<file path="src/rtl/rtc_bus_driver.sv">
// rtc_bus_driver: drives the RTC multiplexed address/data bus for one register access per request.
module rtc_bus_driver #(
  parameter int T_PHASE = 4,
  parameter int T_GAP   = 2
) (
  input  logic       clk,
  input  logic       reset,
  input  logic       in_en_funcion_rtc,
  input  logic       in_funcion_w_r,
  input  logic       in_flag_inicio,
  input  logic [7:0] in_addr_ram_rtc,
  input  logic [7:0] in_dato_inicio,
  input  logic [7:0] in_dato_escritura,
  input  logic [7:0] in_ad_bus,
  output logic [7:0] out_ad_bus,
  output logic       out_ad_oe,
  output logic       out_cs_n,
  output logic       out_rd_n,
  output logic       out_wr_n,
  output logic       out_a_d,
  output logic       out_flag_done,
  output logic [7:0] out_dato_leido,
  output logic [7:0] out_addr_leida,
  output logic       out_dato_valido
);
  typedef enum logic [3:0] {
    IDLE, A_SETUP, A_STROBE, A_HOLD, GAP, D_SETUP, D_STROBE, D_HOLD, DONE, RECOVER
  } state_t;
  state_t state;
  logic [7:0] cnt, addr_q, data_q, lim;
  logic wr_q, last, a_ph, d_ph;
  always_comb begin
    lim  = (state == GAP) ? 8'(T_GAP) : 8'(T_PHASE);
    last = (cnt == lim - 8'd1) || (state inside {DONE, RECOVER});
    a_ph = state inside {A_SETUP, A_STROBE, A_HOLD};
    d_ph = state inside {D_SETUP, D_STROBE, D_HOLD};
  end
  // Outputs are registered from the current state, so every strobe lags its state by one cycle.
  always_ff @(posedge clk or negedge reset) begin
    if (!reset) begin
      state           <= IDLE;
      cnt             <= 8'd0;
      addr_q          <= 8'd0;
      data_q          <= 8'd0;
      wr_q            <= 1'b0;
      out_ad_bus      <= 8'd0;
      out_ad_oe       <= 1'b0;
      out_cs_n        <= 1'b1;
      out_rd_n        <= 1'b1;
      out_wr_n        <= 1'b1;
      out_a_d         <= 1'b1;
      out_flag_done   <= 1'b0;
      out_dato_leido  <= 8'd0;
      out_addr_leida  <= 8'd0;
      out_dato_valido <= 1'b0;
    end else begin
      out_cs_n        <= !(a_ph || d_ph);
      out_a_d         <= !a_ph;
      out_ad_oe       <= a_ph || (d_ph && wr_q);
      out_ad_bus      <= a_ph ? addr_q : (d_ph && wr_q) ? data_q : 8'd0;
      out_wr_n        <= !(state == A_STROBE || (state == D_STROBE && wr_q));
      out_rd_n        <= !(state == D_STROBE && !wr_q);
      out_flag_done   <= state == DONE;
      out_dato_valido <= state == DONE && !wr_q;
      if (state == IDLE) begin
        cnt <= 8'd0;
        if (in_en_funcion_rtc) begin
          addr_q <= in_addr_ram_rtc;
          wr_q   <= in_funcion_w_r;
          data_q <= in_flag_inicio ? in_dato_inicio : in_dato_escritura;
          state  <= A_SETUP;
        end
      end else if (last) begin
        cnt   <= 8'd0;
        state <= (state == RECOVER) ? IDLE : state_t'(state + 4'd1);
        if (state == D_STROBE && !wr_q) begin
          out_dato_leido <= in_ad_bus;
          out_addr_leida <= addr_q;
        end
      end else begin
        cnt <= cnt + 8'd1;
      end
    end
  end
endmodule

</file>
<file path="config.mk">
export PLATFORM = sky130hd
export DESIGN_NAME = rtc_bus_driver
export DESIGN_NICKNAME = d
export VERILOG_FILES = /design/src/rtl/rtc_bus_driver.sv
export SDC_FILE = /design/constraint.sdc
export NUM_CORES = 1
export LEC_CHECK = 0
export CAP_MARGIN = 20
export CORE_ASPECT_RATIO = 2
export CORE_UTILIZATION = 43
export CTS_CLUSTER_SIZE = 30
export DETAILED_ROUTE_END_ITERATION = 12
export PLACE_DENSITY = 0.75
export SYNTH_ARGS = -nofsm -noshare
export SYNTH_HDL_FRONTEND = slang
export SYNTH_SLANG_ARGS = --single-unit
export TNS_END_PERCENT = 10
</file>
<file path="constraint.sdc">
create_clock -name clk -period 2 [get_ports clk]
set_input_delay 0.4 -clock clk [delete_from_list [all_inputs] [get_ports clk]]
set_output_delay 0.4 -clock clk [all_outputs]
set_load 0.02 [all_outputs]
</file>
==> results of run 1 <==
## metal layers
metal  track usage  routed length [um]  vias up
li1              -                   -      833
met1         0.192                1900      860
met2         0.320                2820       54
met3        0.0506                 173       12
met4        0.0982                 124        0
met5             0                   0        -
## cell families after synthesis
logic type      Yosys count  share of synthesized area
xor+xnor                  8                     0.0281
mux                      34                      0.164
flops                    60                      0.605
compound gates           24                     0.0643
buf+inv                  14                     0.0286
simple gates             50                      0.105
fa+ha+maj                 1                    0.00502
## final cells by class
type | instances | area, um2
Clock inverter | 2 | 35.0
Tap cell | 60 | 75.1
Fill cell | 449 | 1960
Clock buffer | 12 | 155
Timing Repair Buffer | 84 | 831
Inverter | 4 | 15.0
Sequential cell | 60 | 1510
Multi-Input combinational cell | 117 | 936
## synth_stat cells (all sizes together)
library cell | count | area share
a21oi | 10 | 0.020
a22o | 8 | 0.028
o21ai | 4 | 0.0080
or2 | 2 | 0.0060
nand2 | 7 | 0.011
nor2 | 21 | 0.032
or3 | 1 | 0.0025
dfstp | 4 | 0.042
inv | 4 | 0.0060
nor3b | 1 | 0.0030
ha | 1 | 0.0050
nor3 | 4 | 0.013
or4b | 1 | 0.0055
nand3 | 5 | 0.010
buf | 4 | 0.014
xor2 | 5 | 0.018
clkbuf | 6 | 0.0090
and4 | 1 | 0.0035
nor2b | 2 | 0.0050
a311oi | 1 | 0.0035
nor4b | 1 | 0.0035
and3 | 3 | 0.0080
xnor2 | 3 | 0.011
mux2 | 25 | 0.13
dfrtp | 56 | 0.56
nor4 | 1 | 0.0025
o311a | 1 | 0.0045
mux2i | 9 | 0.036
## worst register-to-register path, cell delays in order (launching register included)
cell     delay, ns
dfrtp_1       0.40
or4b_4        0.54
or2_4         0.26
nor3_4        0.15
buf_12        0.20
mux2_2        0.35
## final timing paths
kind	start	to	slack, ns	cells after the start
min reg2reg	data_q[5]	out_ad_bus[5]	0.50	1
max reg2reg	cnt[7]	out_addr_leida[1]	-0.006	5
max in group asynchronous	reset	out_cs_n	1.63	2
min in group clk	data_q[5]	out_ad_bus[5]	0.50	1
min	reset	addr_q[7]	0.05	2
max	cnt[7]	out_addr_leida[1]	-0.006	5
## registers in the layout (all words and copies together), names as in the netlist
name,cells
out_flag_done,1
wr_q,1
out_dato_leido,8
data_q,8
out_wr_n,1
out_ad_bus,8
state,4
out_addr_leida,8
cnt,8
out_dato_valido,1
out_ad_oe,1
out_a_d,1
addr_q,8
out_rd_n,1
out_cs_n,1
## power by group through the flow
stage / combinational (mW) / sequential, mW / clock, mW
3_5_place_dp: 1.78 / 1.90 / 0
5_1_grt: 1.94 / 1.93 / 1.14
4_1_cts: 1.80 / 1.88 / 1.08
2_1_floorplan: 0.854 / 2.03 / 0
3_3_place_gp: 1.74 / 1.88 / 0
6_report: 1.80 / 1.88 / 1.06
## through the flow
stage	utilization	cell area, um2
final	0.644	3550
after global routing	0.644	3550
after CTS	0.640	3530
after detailed placement	0.605	3340
after global placement	0.605	3340
after floorplan	-	2490
==> reports/metrics.yaml, run 1 <==
holdWs_ns: 0.0541
dp_slack_ns: -0.00845
ys_types: 35
violations: "negative setup slack"
ant_nets: 0
io_pins: 68
grtUsageTotal: 0.181
gr-total-overflow: 0
syn_nets: 229
start_util: 0.451
cts_sinks: 60
cts_root_buffer: "clkbuf_8"
vias: 1759
cp-start-kind: "flip-flop"
seq_area_frac_synth: 0.605
cp_slowest_cell: "or4b_4"
grt_start_max_net_pins: 61
final-hold-violation-count: 0
nets: 314
routed_wl_mm: 5.02
ir_drop_mv: 0.951
clk_latency_ns: 0.34
hpwlAfterDp_mm: 3.61
finalMaxSlewViolations: 0
drt-vias-per-instance: 5.19
cp_top_family: "simple AND/OR/NAND/NOR gates"
fp.dieH_um: 110
cts.path.max_buffers: 2
yosys_warnings: 0
clk_pin_slew_worst_paths_ns: 0.06
cp_data_arrival_time_ns: 2.23
status: "finished, violations left"
firstDrtPassIters: 6
max_freq_ghz: 0.499
fin_cells: 339
cts_tree: "done"
tightestPinTransition_ns: 0.468
die_x_um: 55.8
p_sw_frac: 0.322
path_class: "flip-flop to flip-flop"
cp_max_fo: 16
syn-cell-area_um2: 2490
portBuffers: 67
layout_common_cells: "clkdlybuf4s50_1 (66), dfrtp_1 (56), nor2_1 (21)"
cap_violations: 0
max_stage_delay_ns: 0.54
finalSetupTns_ns: -0.0159
cts_made_buffers: 9
power.total_mw: 4.74
drive_above_1_share: 0.244
design.core.area_um2: 5520
setup_viol_count_final: 3
skew_ns: 0.00660
grt_pass1_vias: 1785
worstPathRequired_ns: 2.22
p_comb_frac: 0.379
p_per_area_nw_per_um2: 1330
rsz0062_at_grt: "true"
end_kind: "flip-flop"
grt_pass1_wl_mm: 8.16
gp_congestion: 0.835
sequentialPowerShare: 0.396
switchingPower_mw: 1.52
relSlewSlack: 0.687
htree_levels: 3
dieArea_um2: 6120
p_int_mw: 3.21
syn_area_per_cell_um2: 13.0
path_buf_inv: 1
p_leak_nw: 1.60
ys_ff_latch: 60
crit_chain: "or4b_4 > or2_4 > nor3_4 > buf_12 > mux2_2"
drc_errors: 0
ctsResizeCount: 0
wire_per_inst_um: 14.8
fin_ws_ns: -0.00550
cts_setup_buffers: 0
drtIter0Drc: 45
antenna_found_initial: 0
period_share: 1.00
num_rows: 38
placedCellCount: 325
synthCells: 191
cts_hold_buf: 0
diodes: 0
min_period_ns: 2.01
areaGrowthSynthToFinish_pct: 42.7
pwr-share-clk: 0.225
min_path_type: "input port to asynchronous set/reset pin"
final_common_cell: "clkdlybuf4s50_1"
Note: power is estimated with default switching activity, not from simulation.
==> inputs of run 2 (changes only) <==
--- a/config.mk
+++ b/config.mk
@@ -8,7 +8,7 @@
 export CAP_MARGIN = 20
 export CORE_ASPECT_RATIO = 2
 export CORE_UTILIZATION = 43
-export CTS_CLUSTER_SIZE = 30
+export CTS_CLUSTER_SIZE = 25
 export DETAILED_ROUTE_END_ITERATION = 12
 export PLACE_DENSITY = 0.75
 export SYNTH_ARGS = -nofsm -noshare
==> results of run 2 <==
Same layout as run 1: the final DEF is identical, and so are final timing and power.
==> inputs of run 3 (changes only) <==
--- a/config.mk
+++ b/config.mk
@@ -7,7 +7,8 @@
 export LEC_CHECK = 0
 export CAP_MARGIN = 20
 export CORE_ASPECT_RATIO = 2
-export CORE_UTILIZATION = 43
+export CORE_MARGIN = 10
+export CORE_UTILIZATION = 45
 export CTS_CLUSTER_SIZE = 25
 export DETAILED_ROUTE_END_ITERATION = 12
 export PLACE_DENSITY = 0.75
==> constraint.sdc (replaced) <==
create_clock -name clk -period 2.4 [get_ports clk]
set_input_delay 0.48 -clock clk [delete_from_list [all_inputs] [get_ports clk]]
set_output_delay 0.48 -clock clk [all_outputs]
set_load 0.02 [all_outputs]
==> run 3 against run 2 <==
The run now ends clean. Clock skew shrank 0.0019 ns. Critical path depth is the same. Fmax shrank 7.7%. Count of clock-buffer cells in the layout shrank 1. Largest power group unchanged. Cell area shrank 2.2%.
==> reports/metrics.yaml, run 3 (synthesized netlist as in run 1, its figures left out) <==
status: "finished, final reports clean"
drive_above_1_share: 0.217  # -0.0268
nets: 305  # -2.9%
dieArea_um2: 9090  # +49%
pwr-share-clk: 0.252  # +0.027
max_freq_ghz: 0.460  # -7.7%
critPathCapture: "out_addr_leida[2]"
path_buf_inv: 1  # unchanged
cp.depth: 5  # unchanged
reg2reg_depth: 5  # unchanged
cp_data_arrival_time_ns: 2.39  # +0.16 ns
fp.dieH_um: 125  # +14%
cp_max_fo: 5  # -11
r2r_setup_slack_ns: 0.23  # +0.23 ns
cts_made_buffers: 9  # unchanged
skew_ns: 0.00467  # -0.00193 ns
period_share: 0.905  # -0.0974
crit_chain: "or4b_4 > or2_4 > nor3_4 > buf_4 > mux2_2"
sequentialPowerShare: 0.402  # +0.006
cts_sinks: 60  # unchanged
cts_tree: "done"
p_comb_frac: 0.345  # -0.034
cap_violations: 0  # unchanged
design.core.area_um2: 5420  # -1.7%
vias: 1705  # -3.1%
cts.path.max_buffers: 2  # unchanged
r2r-end: "out_addr_leida[2]"
wire_per_inst_um: 17.6  # +19%
drt-vias-per-instance: 5.14  # -1.0%
finalMaxSlewViolations: 0  # unchanged
ant_nets: 0  # unchanged
clk_pin_slew_worst_paths_ns: 0.07  # about the same
finalSetupTns_ns: 0  # +0.0159 ns
cp-start-kind: "flip-flop"
worstPathRequired_ns: 2.62  # +0.40 ns
drc_errors: 0  # unchanged
relSlewSlack: 0.591  # -0.0968
areaGrowthSynthToFinish_pct: 39.6
grt_pass1_vias: 1886  # +5.7%
grt_pass1_wl_mm: 9.44  # +16%
grtUsageTotal: 0.134  # -0.0470
gp_congestion: 0.793  # -5.0%
num_rows: 38  # unchanged
cp_slowest_cell: "or4b_4"
rsz0062_at_grt: "false"
min_path_type: "input port to asynchronous set/reset pin"
p_leak_nw: 1.56  # -2.6%
postLayoutCellArea_um2: 3480  # -2.2%
cts_hold_buf: 0  # unchanged
htree_levels: 3  # unchanged
placed_area_um2: 3260  # -2.4%
gr-total-overflow: 0  # unchanged
die_x_um: 72.6  # +30%
diodes: 0  # unchanged
portBuffers: 67  # unchanged
ctsResizeCount: 0  # unchanged
drtIter0Drc: 97  # +120%
cp-startpoint: "cnt[3]"
tightestPinTransition_ns: 0.612  # +0.144 ns
routed_wl_mm: 5.85  # +17%
firstDrtPassIters: 4  # -2
antenna_found_initial: 0  # unchanged
cp_top_family: "simple AND/OR/NAND/NOR gates"
hpwlAfterDp_mm: 4.41  # +22%
min_period_ns: 2.17  # +0.167 ns
ir_drop_mv: 0.711  # -25%
setup_viol_count_final: 0  # -3
switchingPower_mw: 1.30  # -15%
grt_start_max_net_pins: 61  # unchanged
end_kind: "flip-flop"
max_stage_delay_ns: 0.56  # +0.02 ns
placedCellCount: 316  # -2.8%
path_class: "flip-flop to flip-flop"
io_pins: 68  # unchanged
cts_root_buffer: "clkbuf_8"
start_util: 0.459  # +0.00792
final_common_cell: "clkdlybuf4s50_1"
fin_cells: 332  # -2.1%
final-hold-violation-count: 0  # unchanged
timing.rr.start: "cnt[3]"
p_sw_frac: 0.327  # +0.00546
p_int_mw: 2.67  # -17%
p_per_area_nw_per_um2: 1140  # -14%
cts_setup_buffers: 0  # unchanged
layout_common_cells: "clkdlybuf4s50_1 (66), dfrtp_1 (56), nor2_1 (21)"
clk_latency_ns: 0.34  # about the same
## run 3: area by class of cell
type | instances | area (um2)
Clock buffer | 11 | 141
Clock inverter | 5 | 75.1
Fill cell | 443 | 1940
Inverter | 4 | 15.0
Multi-Input combinational cell | 117 | 912
Sequential cell | 60 | 1510
Tap cell | 60 | 75.1
Timing Repair Buffer | 75 | 751
## run 3: stage by stage
| stage | hold WS [ns] | utilization | total power [mW] | setup WS (ns) |
|---|---|---|---|---|
| CTS | 0.138 | 0.641 | 4.00 | 0.233 |
| detailed placement | 0.478 | 0.601 | 2.99 | 0.243 |
| floorplan | 0.184 | - | 2.40 | 0.254 |
| global placement | 0.473 | 0.601 | 2.94 | 0.299 |
| global route | 0.146 | 0.641 | 4.18 | 0.173 |
| finish | 0.136 | 0.641 | 3.97 | 0.227 |
## run 3: power by group through the flow
stage	combinational [mW]	clock (mW)	sequential [mW]
floorplan	0.712	0	1.69
CTS	1.38	1.02	1.59
global route	1.48	1.06	1.64
finish	1.37	1.00	1.60
detailed placement	1.38	0	1.61
global placement	1.35	0	1.59
## run 3: worst min-delay path by stage
stage	endpoint	slack, ns	depth (start not counted)
floorplan	addr_q[0]	0.18	0
finish	out_ad_bus[0]	0.14	2
global placement	out_ad_bus[5]	0.47	1
detailed placement	out_ad_bus[6]	0.48	1
CTS	out_ad_bus[0]	0.14	2
global route	out_ad_bus[0]	0.15	2
## run 3: routing by layer
layer	vias up	track usage	part of all wire
li1	814	-	-
met1	837	0.130	0.36
met2	44	0.242	0.57
met3	10	0.0340	0.046
met4	0	0.0730	0.021
met5	-	0	0
## run 3: worst reg2reg max path: cells and delay by family, from the launching register on
family                 cells  cell delay (ns)
AND/OR/NAND/NOR            3             1.10
flip-flops                 1             0.43
multiplexers               1             0.34
buffers and inverters      1             0.19
